**src/rtl/sc_pkg.sv**
```systemverilog
// Shared stochastic-computing definitions: APC window FSM states, default
// stream length, and the ReLU/saturate helper reused by downstream layers.
// No ports; import with sc_pkg::*.
package sc_pkg;

  typedef enum logic [1:0] {
    IDLE  = 2'd0,
    ACC   = 2'd1,
    DRAIN = 2'd2
  } apc_state_e;

  localparam int SC_WIN_LEN = 16;

  // Non-positive sums map to 0. Positive sums are arithmetically shifted,
  // then clamped to the largest out_w-bit value.
  function automatic logic [15:0] sat_relu(input logic signed [31:0] sum,
                                           input int shift,
                                           input int out_w);
    logic signed [31:0] shifted;
    int                 max_val;
    max_val = (1 << out_w) - 1;
    shifted = sum >>> shift;
    if (sum <= 0) return '0;
    if (shifted > max_val) return max_val[15:0];
    return shifted[15:0];
  endfunction

endpackage

```
**src/rtl/sc_popcount.sv**
```systemverilog
// Purpose: combinational population count of a W-bit vector.
// Latency: 0 cycles (pure combinational). Backpressure: none.
// Ports: i_vec (W bits in), o_cnt (number of set bits, $clog2(W+1) bits).
module sc_popcount #(
  parameter int W = 9
) (
  input  logic [W-1:0]           i_vec,
  output logic [$clog2(W+1)-1:0] o_cnt
);

  localparam int CW = $clog2(W + 1);

  always_comb begin
    o_cnt = '0;
    for (int i = 0; i < W; i++) begin
      o_cnt = o_cnt + CW'(i_vec[i]);
    end
  end

endmodule

```
**src/rtl/sc_apc_accumulator.sv**
```systemverilog
// Purpose: AND-multiply N_IN stochastic lanes, signed-popcount them, and
//   accumulate over a WIN_LEN-cycle window; emit signed sum + ReLU/sat act.
// Latency: result registered 1 edge after the last sample edge.
// Backpressure: none; o_valid is a one-cycle strobe, and a start in DRAIN
//   chains windows back-to-back without losing samples.
// Ports: i_clk_apc/i_rst_n_apc (async active-low), i_start_apc, i_stop_apc,
//   i_x_sn/i_w_sn/i_w_sign lanes; o_busy, o_valid, o_sum (signed), o_act.
module sc_apc_accumulator
  import sc_pkg::*;
#(
  parameter int N_IN    = 9,
  parameter int WIN_LEN = SC_WIN_LEN,
  parameter int OUT_W   = 4,
  parameter int SHIFT   = 4,
  parameter int ACC_W   = $clog2(WIN_LEN * N_IN + 1) + 1
) (
  input  logic                    i_clk_apc,
  input  logic                    i_rst_n_apc,
  input  logic                    i_start_apc,
  input  logic                    i_stop_apc,
  input  logic [N_IN-1:0]         i_x_sn,
  input  logic [N_IN-1:0]         i_w_sn,
  input  logic [N_IN-1:0]         i_w_sign,
  output logic                    o_busy,
  output logic                    o_valid,
  output logic signed [ACC_W-1:0] o_sum,
  output logic [OUT_W-1:0]        o_act
);

  localparam int CNT_W = (WIN_LEN > 1) ? $clog2(WIN_LEN) : 1;
  localparam int PC_W  = $clog2(N_IN + 1);
  localparam logic [CNT_W-1:0] CNT_LAST = CNT_W'(WIN_LEN - 1);

  apc_state_e              state_q, state_d;
  logic [CNT_W-1:0]        cnt_q, cnt_d;
  logic signed [ACC_W-1:0] acc_q, acc_d;
  logic signed [ACC_W-1:0] d1_q, d1_d;
  logic                    d1_v_q, d1_v_d;
  logic                    busy_q, busy_d;
  logic                    valid_q, valid_d;
  logic signed [ACC_W-1:0] sum_q, sum_d;
  logic [OUT_W-1:0]        act_q, act_d;

  logic [N_IN-1:0]         prod_pos, prod_neg;
  logic [PC_W-1:0]         pos_cnt, neg_cnt;
  logic signed [ACC_W-1:0] sample_diff;
  logic signed [ACC_W-1:0] sum_fin;

  assign prod_pos = i_x_sn & i_w_sn & ~i_w_sign;
  assign prod_neg = i_x_sn & i_w_sn & i_w_sign;

  sc_popcount #(.W(N_IN)) u_pc_pos (.i_vec(prod_pos), .o_cnt(pos_cnt));
  sc_popcount #(.W(N_IN)) u_pc_neg (.i_vec(prod_neg), .o_cnt(neg_cnt));

  assign sample_diff = ACC_W'(pos_cnt) - ACC_W'(neg_cnt);
  // The last sample is still in d1 when DRAIN is reached, so fold it in here.
  assign sum_fin     = acc_q + d1_q;

  always_comb begin
    state_d = state_q;
    cnt_d   = cnt_q;
    acc_d   = acc_q;
    d1_d    = d1_q;
    d1_v_d  = d1_v_q;
    sum_d   = sum_q;
    act_d   = act_q;
    valid_d = 1'b0;

    unique case (state_q)
      IDLE: begin
        if (i_start_apc) begin
          state_d = ACC;
          cnt_d   = '0;
        end
      end
      ACC: begin
        if (i_stop_apc) begin
          state_d = IDLE;
          cnt_d   = '0;
          acc_d   = '0;
          d1_v_d  = 1'b0;
        end else begin
          d1_d   = sample_diff;
          d1_v_d = 1'b1;
          if (d1_v_q) acc_d = acc_q + d1_q;
          if (cnt_q == CNT_LAST) begin
            state_d = DRAIN;
            cnt_d   = '0;
          end else begin
            cnt_d = cnt_q + 1'b1;
          end
        end
      end
      DRAIN: begin
        sum_d   = sum_fin;
        act_d   = OUT_W'(sat_relu(32'(sum_fin), SHIFT, OUT_W));
        valid_d = 1'b1;
        acc_d   = '0;
        d1_v_d  = 1'b0;
        cnt_d   = '0;
        state_d = i_start_apc ? ACC : IDLE;
      end
      default: state_d = IDLE;
    endcase

    busy_d = (state_d != IDLE);
  end

  always_ff @(posedge i_clk_apc or negedge i_rst_n_apc) begin
    if (!i_rst_n_apc) begin
      state_q <= IDLE;
      cnt_q   <= '0;
      acc_q   <= '0;
      d1_q    <= '0;
      d1_v_q  <= 1'b0;
      busy_q  <= 1'b0;
      valid_q <= 1'b0;
      sum_q   <= '0;
      act_q   <= '0;
    end else begin
      state_q <= state_d;
      cnt_q   <= cnt_d;
      acc_q   <= acc_d;
      d1_q    <= d1_d;
      d1_v_q  <= d1_v_d;
      busy_q  <= busy_d;
      valid_q <= valid_d;
      sum_q   <= sum_d;
      act_q   <= act_d;
    end
  end

  assign o_busy  = busy_q;
  assign o_valid = valid_q;
  assign o_sum   = sum_q;
  assign o_act   = act_q;

endmodule

```
**config.mk**
```make
export PLATFORM = sky130hd
export DESIGN_NAME = sc_apc_accumulator
export DESIGN_NICKNAME = d
export VERILOG_FILES = /design/src/rtl/sc_pkg.sv /design/src/rtl/sc_popcount.sv /design/src/rtl/sc_apc_accumulator.sv
export SDC_FILE = /design/constraint.sdc
export NUM_CORES = 1
export LEC_CHECK = 0
export BUFFER_PORTS_ARGS = -buffer_cell sky130_fd_sc_hd__buf_2
export CORE_MARGIN = 8
export CORE_UTILIZATION = 45
export CTS_CLUSTER_SIZE = 28
export DETAILED_ROUTE_END_ITERATION = 8
export PLACE_DENSITY = 0.68
export SETUP_SLACK_MARGIN = 0.2
export SLEW_MARGIN = 40
export SYNTH_ARGS = -nofsm -noshare
export SYNTH_HDL_FRONTEND = slang
export SYNTH_HIERARCHICAL = 1
export SYNTH_SLANG_ARGS = --single-unit
```
**constraint.sdc**
```tcl
create_clock -name i_clk_apc -period 6.97 [get_ports i_clk_apc]
set_input_delay 0.3485 -clock i_clk_apc [delete_from_list [all_inputs] [get_ports i_clk_apc]]
set_output_delay 0.3485 -clock i_clk_apc [all_outputs]
set_load 0.05 [all_outputs]
```
== Word-level counts from Yosys, hierarchy flattened ==
Cells that the tools add are included.

* Logic and storage cells: 71
* Bits in registers: 40
* Output and inout bits: 15

* Muxes and demuxes: 24
* $add $sub $neg: 19
* Equality and inequality tests: 5
* Magnitude comparators: 2
* Bitwise operators: 5
* Reduce and logical (&&, ||, !) cells: 7

{| class="wikitable"
|+ Operator list
! kind !! number
|-
| $add A4 B1 Y4 || 14
|-
| $mux W4 || 7
|-
| $and A9 B9 Y9 || 3
|-
| $mux W9 || 2
|-
| $pmux W9 S2 || 1
|-
| $pmux W4 S3 || 1
|-
| $add A9 B9 Y9 || 1
|-
| $le A9 B1 Y1 const B || 1
|-
| $not A9 Y9 || 1
|-
| $mux W1 || 8
|-
| $mux W2 || 3
|-
| $pmux W2 S3 || 1
|-
| $reduce_and A2 Y1 || 3
|-
| $gt A5 B5 Y1 const B || 1
|-
| $sub A4 B4 Y5 || 1
|-
| $add A1 B1 Y2 || 2
|-
| $add A4 B1 Y4 const B || 1
|-
| $eq A4 B4 Y1 const B || 1
|-
| $reduce_bool A2 Y1 || 2
|-
| $ne A3 B3 Y1 const B || 1
|-
| $reduce_bool A3 Y1 || 1
|-
| $eq A2 B1 Y1 const B || 1
|-
| $eq A2 B2 Y1 const B || 1
|-
| $logic_not A2 Y1 || 1
|-
| 3 further kinds || 3
|}

== Depth between registers and ports, before layout ==
Gate-level depths: netlist (run 1).

* Word-level depth: 11
* Mapped depth: 15
* Depth with buffers taken out: 15

== By module ==
Netlist (run 1), hierarchy kept.

{| class="wikitable"
|+ Modules (own cells, without submodules)
! module !! cells each !! area an instance (um^2) !! instances
|-
| sc_apc_accumulator || 212 || 2128.3 || 1
|-
| sc_popcount || 25 || 211.5 || 2
|}

== Worst setup path after synthesis (run 1) ==
OpenSTA, ideal clock, no wires.

* Path kind: input port to flip-flop
* From: in i_w_sign[0]
* To: reg d1_q[3]
* Required time: 6.834 ns
* Path slack: 3.117 ns
* Cell stages on the path: 14
* Setup time: 0.136 ns
* Arrival: 3.717 ns
* Path buffers: 0
* Cell sequence: and3_1 -> inv_1 -> fa_1 -> fa_1 -> fa_1 -> fa_1 -> fa_1 -> inv_1 -> inv_1 -> ha_1 -> a21o_1 -> a21oi_1 -> xor2_1 -> o21ai_0

* Elaborated cells between the ends (all ways): 20
* Classes of those cells: 17 x add/sub; 3 x bitwise

{| class="wikitable"
|+ RTL lines
! element !! line !! source
|-
| start, declared || sc_apc_accumulator.sv:23 || <nowiki>input logic [N_IN-1:0] i_w_sign,</nowiki>
|-
| $and A9 B9 Y9 || sc_apc_accumulator.sv:50 || <nowiki>assign prod_neg = i_x_sn & i_w_sn & i_w_sign;</nowiki>
|-
| $add A1 B1 Y2 || sc_popcount.sv:16 || <nowiki>o_cnt = o_cnt + CW'(i_vec[i]);</nowiki>
|-
| $add A4 B1 Y4 (7 in series) || sc_popcount.sv:16 ||
|-
| via neg_cnt[1] || sc_apc_accumulator.sv:45 || <nowiki>logic [PC_W-1:0] pos_cnt, neg_cnt;</nowiki>
|-
| $sub A4 B4 Y5 || sc_apc_accumulator.sv:55 || <nowiki>assign sample_diff = ACC_W'(pos_cnt) - ACC_W'(neg_cnt);</nowiki>
|-
| end signal, assigned || sc_apc_accumulator.sv:114 || <nowiki>d1_q <= '0;</nowiki>
|-
| end signal, assigned || sc_apc_accumulator.sv:124 || <nowiki>d1_q <= d1_d;</nowiki>
|-
| end, declared || sc_apc_accumulator.sv:37 || <nowiki>logic signed [ACC_W-1:0] d1_q, d1_d;</nowiki>
|}

The timed path passes the listed nets, and every way through them passes these cells.
A chain may end at the register's enable or synchronous reset.

== Worst setup path after layout (run 1) ==
* From: in i_w_sign[0]
* To: reg d1_q[3]

* Elaborated cells between the ends (all ways): 20
* Classes of those cells: 17 x add/sub; 3 x bitwise

{| class="wikitable"
|+ RTL lines
! element !! line !! source
|-
| $and A9 B9 Y9 || sc_apc_accumulator.sv:50 ||
|-
| via prod_neg[0] || sc_apc_accumulator.sv:44 || <nowiki>logic [N_IN-1:0] prod_pos, prod_neg;</nowiki>
|-
| $add A1 B1 Y2 || sc_popcount.sv:16 ||
|-
| $add A4 B1 Y4 (7 in series) || sc_popcount.sv:16 ||
|-
| via neg_cnt[1] || sc_apc_accumulator.sv:45 ||
|-
| $sub A4 B4 Y5 || sc_apc_accumulator.sv:55 ||
|}

The timed path passes the listed nets, and every way through them passes these cells.

==> results of run 1 <==
-- layer usage --
metal  vias to the layer above  part of all wire, %  global-route usage, %
met5                         -                    0                      0
met4                         0                  1.8                   5.32
met3                         7                  3.0                   3.21
met2                        25                   52                   22.7
met1                       939                   43                   13.2
li1                        980                    -                      -
-- critical path: cells and delay by family --
kind	cells	cell delay, ns
compound gates	3	0.40
fa+ha+maj	6	2.65
xor+xnor	1	0.16
simple gates	1	0.14
buf+inv	4	0.30
-- cell type report --
type	count	area [um2]	share of cell area [%]
Timing Repair Buffer	45	228	7.68
Inverter	44	165	5.57
Tap cell	72	90.1	3.04
Clock inverter	2	35.0	1.18
Sequential cell	36	901	30.4
Clock buffer	6	72.6	2.45
Multi-Input combinational cell	178	1470	49.7
-- through the flow --
stage / cells / setup WS [ns]
2_1_floorplan: 262 / 3.12
3_3_place_gp: 375 / 2.86
3_5_place_dp: 375 / 2.80
4_1_cts: 383 / 3.12
5_1_grt: 383 / 2.94
6_report: 383 / 3.12
-- logic make-up after synthesis --
family                     Yosys count  synth area share (%)
muxes                                9                  4.02
DFF                                 36                  35.3
AOI/OAI and AO/OA                   59                  15.9
adders and majority gates           34                  20.2
and+or+nand+nor                     66                  14.1
buffers and inverters               48                  7.06
xor gates and xnor gates            10                  3.43
-- state kept, by name (all words and copies together), names as in the netlist --
signal and count:
acc_q 9, state_q 2, o_sum 9, o_valid 1, cnt_q 4, d1_v_q 1
o_act 4, d1_q 5, o_busy 1
-- power groups by stage --
stage          logic (mW)  registers [mW]  clock network, mW
2_1_floorplan       0.319           0.293                  0
3_3_place_gp        0.402           0.291                  0
3_5_place_dp        0.415           0.292                  0
4_1_cts             0.418           0.289              0.188
5_1_grt             0.468           0.293              0.194
6_report            0.412           0.288              0.180
-- Yosys cell counts, types with 2 or more instances --
master	number
clkbuf_1	4
ha_1	22
inv_1	44
or2_2	2
a211oi_1	3
xnor2_1	6
o21ai_0	17
mux2_2	6
fa_1	12
o22ai_1	2
a21oi_1	9
nor3b_1	2
dfrtp_1	36
nor2b_1	6
and3_1	10
nand2_1	20
nor3_2	2
nor2b_4	2
nor2_1	14
xor2_1	4
a22o_1	9
a21o_1	6
o21a_1	2
nand3_1	2
nand2b_1	2
mux2i_1	2
-- worst paths after layout --
| path | to | slack, ns | startpoint |
|---|---|---|---|
| max | d1_q[3] | 3.12 | i_w_sign[0] |
| min | o_sum[0] | 0.005 | i_rst_n_apc |
| max reg2reg | o_act[1] | 4.46 | acc_q[0] |
| min reg2reg | d1_q[2] | 0.49 | d1_q[2] |
| max in group asynchronous | cnt_q[2] | 6.64 | i_rst_n_apc |
| min in group i_clk_apc | state_q[0] | 0.33 | i_start_apc |
==> reports/metrics.cfg, run 1 <==
[synth]
synthCells=262
ys_async_sr_fraction_pct=100
yosys_warnings=6
yosysTopAreaCell=dfrtp_1
netlist_area_um2=2550
ys_ff_latch=36
synth_edf_count=0
syn_nets=327
synth_ff_type=dfrtp_1
ys_seq_area_share_pct=35.3
yosysTopAreaCellShare_pct=35.3
ys_types=42
syn-mean-instance-area_um2=9.74
synth.area.top_cells=dfrtp_1 (35%), ha_1 (11%), fa_1 (9.4%), inv_1 (6.5%), o21ai_0 (3.3%)

[hold_path]
hold_class=in -> async

[layout]
final_area_um2=2960
fin_nets=375
final_util_pct=53.8
layout_common_cells=inv_1 (44), buf_2 (44), dfrtp_1 (36)
fillers=527
layout-drive-gt1-share_pct=22.8
antenna_cells=0
area_growth_pct=16.2

[cts]
cts_setup_buffers=0
ctsLongestPathBuffers=2
htreeDepth=2
cts_root_buf=clkbuf_8
cts_resized=0
hold_buffers=0
cts.sinks=36
numCtsBuffers=5
cts.reportedPaths.clkPinSlew_ns=0.07
cts_tree=yes
clock_latency_ns=0.29

[placed_design]
io_buffer_count=45
place_area_um2=2850
dp_hpwl_mm=3.86
gp_congestion=0.748

[floorplan]
die_h_um=91.3
pin_count=46
dieArea_um2=8330
initial_core_util_pct=46.3
rows=27
die_w_um=91.3
core_um2=5510

[power_and_ir_drop]
power_uw=879
peakVddDrop_mv=0.172
p_per_area_nw_per_um2=297
power_frac_comb_pct=46.9
switchingPower_uw=338
leakagePower_nw=1.55
intPower_uw=541
clkPwrFrac_pct=20.4
sw_frac_of_total_pct=38.5
power_frac_seq_pct=32.7

[sta]
max_freq_ghz=0.260
fin_setup_tns_ns=0
slew_viol_final=0
hold_ws_ns=0.00531
hold_violations=0
skew_ns=0.00259
slew-limit-headroom_pct=56.6
finalCritPeriodShare_pct=55.3
post-route-min-period_ns=3.85
worstMarginPinSlew_ns=0.647
finalSetupViolCount=0
rsz0062_at_grt=false

[route]
totalWireLength_mm=4.87
drc_errors=0
ant_nets=0
dr.first_iter.drc_count=55
routedWlPerCell_um=12.7
first_pass_iters=4
num_vias=1951
via_per_inst=5.09

[global_routing]
grt_use_total_pct=12.4
grt_pass1_wl_mm=8.58
grt_overflow=0
grt_antenna_before_repair=0
grt_start_max_net_pins=37
grt_pass1_vias=1999

[critical_path]
rr_worst_depth=7
end_kind=flip-flop
critical_path_class=in -> reg
worstPathMaxFanout=2
arrival_ns=4.01
cpMostUsedCell=fa_1
critPathMaxStageDelay_ns=0.57
worst_setup_path_start_kind=primary input
cp.required_ns=7.13
cp_slowest_cell=fa_1
path_cells=buf_2 > and3_1 > inv_1 > fa_1 > fa_1 > fa_1 > fa_1 > fa_1 > inv_1 > inv_1 > ha_1 > a21o_1 > a21oi_1 > xor2_1 > o21ai_0

[flow_run]
max-cap-violations=0

[outcome]
outcome=completed

(Power assumes the default switching activity.)
==> run 2: changes to the inputs <==
- PLACE_DENSITY: 0.68 -> 0.7
- clock period: 6.97 -> 3.35 ns (I/O delays scaled with it)
==> run 2 against run 1 <==
The run now ends with setup timing left. Non-clock buffer count rose by 6. Global-route usage fell by 0.23 points. Die area stayed put. Critical path depth did not move. First-iteration DRC count increased by 25%. Final area grew 4.3%. Worst hold slack better by 0.16 ns. Count of clock-buffer cells in the layout grew 1. Setup slack lost 3.3 ns. Flip-flop and latch count stayed put. Sequential share of layout area shrank 1.3 points. Largest power group unchanged. Highest routed layer unchanged.
==> reports/metrics.cfg, run 2 (same netlist as run 1, synthesis figures left out) <==
[global_routing]
grt_antenna_before_repair=0  ; unchanged
grt_pass1_vias=2055  ; +2.8%
grt_overflow=0  ; unchanged
grt_pass1_wl_mm=8.56  ; -0.31%
grt_start_max_net_pins=37  ; unchanged
grt_use_total_pct=12.2  ; -0.23 points

[placed_design]
post-place-ws_ns=-0.523  ; -3.33 ns
gp_congestion=0.781  ; +4.5%
dp_hpwl_mm=3.73  ; -3.1%
placed_cells=379  ; +1.1%
io_buffer_count=45  ; unchanged

[floorplan]
die_w_um=91.3  ; unchanged
core_um2=5510  ; unchanged
rows=27  ; unchanged
die_h_um=91.3  ; unchanged
pin_count=46  ; unchanged
initial_core_util_pct=46.3  ; unchanged
dieArea_um2=8330  ; unchanged

[cts]
cts.reportedPaths.clkPinSlew_ns=0.07  ; about the same
htreeDepth=2  ; unchanged
cts_tree=yes
clock_latency_ns=0.29  ; about the same
numCtsBuffers=5  ; unchanged
cts.sinks=36  ; unchanged
ctsLongestPathBuffers=2  ; unchanged
cts_root_buf=clkbuf_8

[power_and_ir_drop]
peakVddDrop_mv=0.379  ; +120%
p_per_area_nw_per_um2=620  ; +110%
leakagePower_nw=1.59  ; +2.7%

[outcome]
violations=setup timing
outcome=complete, but fails checks

[route]
drc_errors=0  ; unchanged
ant_nets=0  ; unchanged
first_pass_iters=4  ; unchanged
via_per_inst=5.10  ; +0.12%
routedWlPerCell_um=12.3  ; -3.6%
num_vias=1984  ; +1.7%
totalWireLength_mm=4.77  ; -2.1%
dr.first_iter.drc_count=69  ; +25%

[layout]
final_common_cell=buf_2
antenna_cells=0  ; unchanged
fin_nets=381  ; +1.6%
finalNonFillerCells=389  ; +1.6%
area_growth_pct=21.2
layout_common_cells=buf_2 (40), inv_1 (38), dfrtp_1 (36)
fillers=494  ; -6.3%
layout-drive-gt1-share_pct=28.7  ; +5.9 points

[sta]
slew-limit-headroom_pct=54.9  ; -1.7 points
worstMarginPinSlew_ns=0.673  ; +0.0255 ns
fin_ws_ns=-0.135  ; -3.25 ns
hold_violations=0  ; unchanged
max_freq_ghz=0.287
slew_viol_final=0  ; unchanged
post-route-min-period_ns=3.48
finalSetupViolCount=2  ; +2
finalCritPeriodShare_pct=104
skew_ns=0.00766  ; +0.00507 ns
rsz0062_at_grt=true

[critical_path]
cp_slowest_cell=fa_1
path_cells=buf_6 > and3_4 > inv_2 > fa_1 > fa_1 > fa_1 > fa_2 > fa_2 > inv_2 > inv_2 > ha_4 > a21o_1 > a21oi_2 > xor2_1 > o21ai_1
critPathMaxStageDelay_ns=0.54  ; -0.03 ns
end_kind=flip-flop
worstPathMaxFanout=2  ; unchanged
cp.required_ns=3.50  ; -3.63 ns
worst_setup_path_start_kind=primary input
crit_buf_inv=4  ; unchanged
critical_path_class=in -> reg
arrival_ns=3.64  ; -0.37 ns
critPathTopFamily=adder cells

[hold_path]
hold_class=in -> reg

[flow_run]
max-cap-violations=0  ; unchanged

[run 2: path summary, 6_finish.rpt]
check                       startpoint          to  slack, ns  cells past startpoint
max                          i_w_sn[0]     d1_q[3]      -0.13                     15
min                        i_start_apc  state_q[0]       0.17                      3
max in group asynchronous  i_rst_n_apc  state_q[1]       2.65                      2
max reg2reg                   acc_q[0]    o_act[1]       0.86                      7
min reg2reg                    d1_q[0]     d1_q[0]       0.50                      2
min in group asynchronous  i_rst_n_apc    acc_q[1]       0.36                      2
[run 2: report_power, final]
| part | switching, mW | internal, mW | leakage, nW |
|---|---|---|---|
| registers | 0.0758 | 0.524 | 0.482 |
| logic | 0.496 | 0.410 | 1.05 |
| clock network | 0.148 | 0.262 | 0.0645 |
| total | 0.720 | 1.20 | 1.59 |
[run 2: what timing repair did]
action / 4_1_cts / 5_1_grt
endpoints found under the setup margin: 4 / 4
setup buffers: 1 / 0
pin swaps: 2 / 0
resized for setup: 16 / 3
hold buffers: 1 / 0
endpoints found under the hold margin: 36 / 0
[run 2: stage by stage]
stage / setup TNS (ns) / hold WS [ns] / power (mW) / util [%] / cell area [um2]
3_3_place_gp: -1.44 / 0.299 / 1.46 / 52.4 / 2890
4_1_cts: -0.226 / 0.158 / 1.93 / 55.9 / 3080
3_5_place_dp: -1.64 / 0.301 / 1.48 / 52.4 / 2890
2_1_floorplan: -0.640 / -0.128 / 1.28 / - / 2560
5_1_grt: -0.656 / 0.165 / 2.08 / 56.1 / 3090
6_report: -0.228 / 0.168 / 1.92 / 56.1 / 3090
[run 2: worst min-delay path: stages]
cell and delay [ns]:
buf_2 0.11, o21ai_0 0.06, a21oi_1 0.07
[run 2: metal layers]
metal  share of wire [%]  up-vias  GRT usage (%)
li1                    -      991              -
met1                  45      955           13.8
met2                  50       29           21.8
met3                 3.0        9           2.47
met4                 1.6        0           4.91
met5                   0        -              0
[run 2: cell type report]
cell class	count	area (um2)	share of cell area, %
flip-flops and latches	36	901	29.1
clock buffers	7	96.3	3.12
well taps	72	90.1	2.91
multi-input cells	178	1510	48.8
inverters	44	165	5.34
repair buffers	51	300	9.71
clock inverters	1	30.0	0.971
